[src/rtl/spi_pkg.sv]
// Shared types and defaults for the SPI slave datapath.
package spi_pkg;

    localparam int RAM_MEM_DEPTH = 256;

    typedef enum logic [1:0] {
        WR_ADDR = 2'b00,
        WR_DATA = 2'b01,
        RD_ADDR = 2'b10,
        RD_DATA = 2'b11
    } ram_cmd_e;

    typedef enum logic {
        RAM_IDLE,
        RAM_TX
    } ram_state_e;

endpackage

[src/rtl/ram_array.sv]
// Byte-wide storage with synchronous write and synchronous read.
// There is no reset, so contents survive a controller reset.
module ram_array
    import spi_pkg::*;
#(
    parameter int DEPTH = RAM_MEM_DEPTH,
    parameter int AW    = $clog2(DEPTH)
) (
    input  logic          clk,
    input  logic          we,
    input  logic [AW-1:0] waddr,
    input  logic [7:0]    wdata,
    input  logic          re,
    input  logic [AW-1:0] raddr,
    output logic [7:0]    rdata
);

    logic [7:0] mem [DEPTH];

    // Write port; the read register holds its value until the next read.
    always_ff @(posedge clk) begin
        if (we) begin
            mem[waddr] <= wdata;
        end
        if (re) begin
            rdata <= mem[raddr];
        end
    end

endmodule

[src/rtl/spi_ram.sv]
// Command-driven byte memory behind the SPI slave.
//
//   state    | meaning
//   RAM_IDLE | no read byte presented to the slave
//   RAM_TX   | tx_data holds a read byte, tx_valid high
module spi_ram
    import spi_pkg::*;
#(
    parameter int MEM_DEPTH = RAM_MEM_DEPTH,
    parameter int ADDR_SIZE = 8
) (
    input  logic       clk,
    input  logic       rst,
    input  logic [9:0] rx_data,
    input  logic       rx_valid,
    output logic [7:0] tx_data,
    output logic       tx_valid,
    output logic       cmd_err
);

    ram_state_e           state;
    ram_cmd_e             cmd;
    logic                 rx_valid_q;
    logic                 accept;
    logic [ADDR_SIZE-1:0] wr_ptr;
    logic [ADDR_SIZE-1:0] rd_ptr;
    logic                 wr_vld;
    logic                 rd_vld;
    logic                 tx_zero;
    logic                 we;
    logic                 re;
    logic [7:0]           rdata;

    assign cmd    = ram_cmd_e'(rx_data[9:8]);
    assign accept = rx_valid && !rx_valid_q;

    // Reset blocks array access so a command in the reset cycle is lost.
    assign we = !rst && accept && (cmd == WR_DATA) && wr_vld;
    assign re = !rst && accept && (cmd == RD_DATA) && rd_vld;

    ram_array #(
        .DEPTH (MEM_DEPTH),
        .AW    (ADDR_SIZE)
    ) u_ram_array (
        .clk   (clk),
        .we    (we),
        .waddr (wr_ptr),
        .wdata (rx_data[7:0]),
        .re    (re),
        .raddr (rd_ptr),
        .rdata (rdata)
    );

    // The array read register is the tx_data register; it only changes on a
    // read, so it stays constant through TX and after leaving TX. Since the
    // array has no reset, tx_zero forces a zero until the first read.
    assign tx_data  = tx_zero ? 8'h00 : rdata;
    assign tx_valid = (state == RAM_TX);

    // Edge detect, command decode, pointer update and FSM.
    always_ff @(posedge clk) begin
        if (rst) begin
            state      <= RAM_IDLE;
            rx_valid_q <= 1'b0;
            wr_ptr     <= '0;
            rd_ptr     <= '0;
            wr_vld     <= 1'b0;
            rd_vld     <= 1'b0;
            cmd_err    <= 1'b0;
            tx_zero    <= 1'b1;
        end else begin
            rx_valid_q <= rx_valid;
            cmd_err    <= 1'b0;
            if (accept) begin
                state <= RAM_IDLE;
                unique case (cmd)
                    WR_ADDR: begin
                        wr_ptr <= rx_data[ADDR_SIZE-1:0];
                        wr_vld <= 1'b1;
                    end
                    WR_DATA: begin
                        if (wr_vld) begin
                            wr_ptr <= wr_ptr + ADDR_SIZE'(1);
                        end else begin
                            cmd_err <= 1'b1;
                        end
                    end
                    RD_ADDR: begin
                        rd_ptr <= rx_data[ADDR_SIZE-1:0];
                        rd_vld <= 1'b1;
                    end
                    RD_DATA: begin
                        if (rd_vld) begin
                            rd_ptr  <= rd_ptr + ADDR_SIZE'(1);
                            state   <= RAM_TX;
                            tx_zero <= 1'b0;
                        end else begin
                            cmd_err <= 1'b1;
                        end
                    end
                endcase
            end
        end
    end

endmodule

[config.mk]
export PLATFORM = sky130hd
export DESIGN_NAME = spi_ram
export DESIGN_NICKNAME = d
export VERILOG_FILES = /design/src/rtl/spi_pkg.sv /design/src/rtl/ram_array.sv /design/src/rtl/spi_ram.sv
export SDC_FILE = /design/constraint.sdc
export NUM_CORES = 2
export LEC_CHECK = 0
export CAP_MARGIN = 20
export CORE_MARGIN = 10
export CORE_UTILIZATION = 49
export DETAILED_ROUTE_END_ITERATION = 10
export GPL_ROUTABILITY_DRIVEN = 0
export SYNTH_ARGS = -nofsm -noshare
export SYNTH_HDL_FRONTEND = slang
export SYNTH_SLANG_ARGS = --single-unit
[constraint.sdc]
create_clock -name clk -period 7.3 [get_ports clk]
set_clock_uncertainty 0.2 [all_clocks]
set_input_delay 0.73 -clock clk [delete_from_list [all_inputs] [get_ports clk]]
set_output_delay 0.73 -clock clk [all_outputs]
set_load 0.05 [all_outputs]
==> metrics.yaml <==
logic_synthesis:
  synth_top_area_share_pct: 75.93
  synth_edf_count: 2056
  yosysMostFrequentCell: "edfxtp_1"
  avgSynthCellArea_sq_um: 20.26
  synth_common_cells: "edfxtp_1 (2,056), mux4_2 (429), nor2_1 (301)"
  synth_area_sq_um: 81310
  ys.flop_type: "edfxtp_1"
  ys_seq_area_share_pct: 76.48
  yosysWarnings: 0
  syn_nets: 4031
  synthesis.instances: 4013
  async_flop_share_pct: 0
  synth.area.top_cells: "edfxtp_1 (76%), mux4_2 (12%), mux2i_1 (2.6%), nor2_1 (1.4%), a22oi_1 (0.59%)"
  ys_types: 71
  synth_top_area_cell: "edfxtp_1"
  ys_ff_latch: 2078
sta:
  setup_viol: 0
  rsz0062_at_grt: "no"
  period_share_pct: 62.72
  hold_viol_final: 0
  setup_tns_ns: 0
  worstMarginPinSlew_ns: 1.231
  min_period_ns: 4.578
  fmax_mhz: 218.4
  relSlewSlack_pct: 17.69
  drv_slew: 0
  hold_ws_ns: 0.2264
clocking:
  cts_inserted_buffers: 205
  clockBufferDepth: 3
  cts.sinks: 2078
  post-cts-setup-buffer-count: 0
  clk_latency_ns: 0.84
  cts_hold_buf: 0
  post_cts_resized: 0
  clock-root-buffer: "clkbuf_16"
  cts_tree: "yes"
  clk_pin_slew_ns: 0.06
  htreeDepth: 4
place:
  portBuffers: 22
  place_inst: 6062
  place_area_sq_um: 83910
  dp.final_hpwl_um: 143500
critical_path:
  crit_chain: "clkdlybuf4s50_1, nor2b_1, and3_1, nand3_2, buf_4, nor2_1"
  worstSetupPathType: "input port to register"
  crit_path_max_incr_delay_ns: 0.90
  cp-start-kind: "input port"
  critPathTopFamily: "simple AND/OR/NAND/NOR gates"
  crit_path_max_fanout: 16
  crit_required_ns: 7.54
  slowest_stage: "and3_1"
  path_buf_inv: 2
  arrival_ns: 4.82
  crit_path_end_kind: "register"
worst_hold_path:
  hold_path.class: "input port to register"
routing:
  wl_met3_um: 23570
  route.vias.total: 42335
  drc: 0
  highest_layer: "met5"
  via_per_inst: 6.554
  drt_iter0_drc: 6070
  wl_um: 239200
  dr_wl_met2_um: 110000
  ant_nets: 0
  wl_per_cell_um: 37.04
  met1Wirelength_um: 94960
  drtPass1Iterations: 8
die:
  fp.dieW_um: 427.3
  rows: 149
  die_h_um: 427.3
  core-area_sq_um: 165000
  io_pins: 23
  initial_core_util_pct: 49.28
  die_area_sq_um: 182600
layout:
  nets: 4100
  stdcell_count: 6459
  fin_area_sq_um: 90930
  drive_gt1_share_pct: 21.36
  syn2layout_area_growth_pct: 11.84
grt:
  overflow: 0
  grt_pass1_vias: 41271
  grt_pass1_wl_um: 333600
  grt_max_degree: 144
  grt_usage_pct: 26.14
  antenna_found_initial: 19
power_and_ir_drop:
  powerDensity_nw_per_um2: 275.7
  finalPower_w: 0.02507
  peakVddDrop_v: 0.0002438
  power.leakage_nw: 27.31
job:
  cap_violations: 0
outcome:
  outcome: "finished, final reports clean"
[final timing paths]
check,startpoint,to,slack [ns],cells past startpoint
setup / recovery,rx_data[8],u_ram_array.mem[123][3],2.72,6
hold / removal,rx_data[0],u_ram_array.mem[23][0],0.23,1
setup reg to reg,rd_ptr[0],u_ram_array.rdata[3],2.83,7
hold reg to reg,wr_vld,wr_vld,0.34,2
[final cells by class]
class	instances	area [sq um]
timing repair buffer	119	1195
inverter	9	36.28
antenna	6	15.01
multi-input combinational	1669	17770
sequential	2078	62200
tap	2189	2739
clock inverter	158	1687
fill	12443	74060
clock buffer	231	5291
[kinds of logic (layout without fill, tap and decap cells)]
| family | after synthesis | in the layout | share of synthesized area, % |
|---|---|---|---|
| DFF | 2078 | 2078 | 76.48 |
| muxes | 648 | 648 | 14.69 |
| and+or+nand+nor | 591 | 591 | 3.195 |
| AOI/OAI and AO/OA | 425 | 425 | 3.727 |
| buffers and inverters | 266 | 517 | 1.837 |
| adders and majority gates | 5 | 5 | 0.07694 |
| other | 0 | 6 | 0 |
[sequential cells by signal, summed over array words and instances, names as in the netlist]
name	count
u_ram_array.mem	2048
rd_ptr	8
u_ram_array.rdata	8
wr_ptr	8
cmd_err	1
rd_vld	1
rx_valid_q	1
tx_valid	1
tx_zero	1
wr_vld	1
[placed cells by master (no fill, tap or decap), types with 40 or more instances in the layout]
master / n
mux4_2: 429
clkinv_1: 41
clkbuf_16: 208
a22oi_1: 64
a21oi_1: 74
buf_4: 79
edfxtp_1: 2056
o21ai_0: 40
clkinv_2: 57
nor2_1: 298
mux2i_1: 208
nand2_1: 121
[worst reg2reg max path, stage by stage (launching register included)]
cell and delay [ns]:
dfxtp_4 0.91, buf_12 0.43, nand3b_1 0.99, o221ai_1 0.55, a21oi_1 0.18, a211oi_1 0.45
o221ai_1 0.38, o31ai_1 0.19
[stage by stage]
| step | setup WS (ns) | util [%] |
|---|---|---|
| global placement | 2.100 | 50.85 |
| CTS | 2.876 | 55.09 |
| floorplan | 4.111 | - |
| detailed placement | 1.979 | 50.86 |
| finish | 2.722 | 55.11 |
| global route | 2.654 | 55.11 |
[per-layer routing]
| metal | up-vias | GRT usage [%] |
|---|---|---|
| met5 | - | 0 |
| met4 | 12 | 10.78 |
| met3 | 406 | 5.656 |
| met2 | 2640 | 39.54 |
| met1 | 22480 | 37.06 |
| li1 | 16797 | - |
[where the power goes]
group | switching, W | leakage (nW) | internal (W) | total, W
clock network | 0.00455 | 3.43 | 0.00633 | 0.0109
registers | 0.0000265 | 18.7 | 0.0131 | 0.0131
logic | 0.000732 | 5.23 | 0.000326 | 0.00106
total | 0.00531 | 27.3 | 0.0198 | 0.0251
No activity file was read; power rests on OpenSTA's default activity.
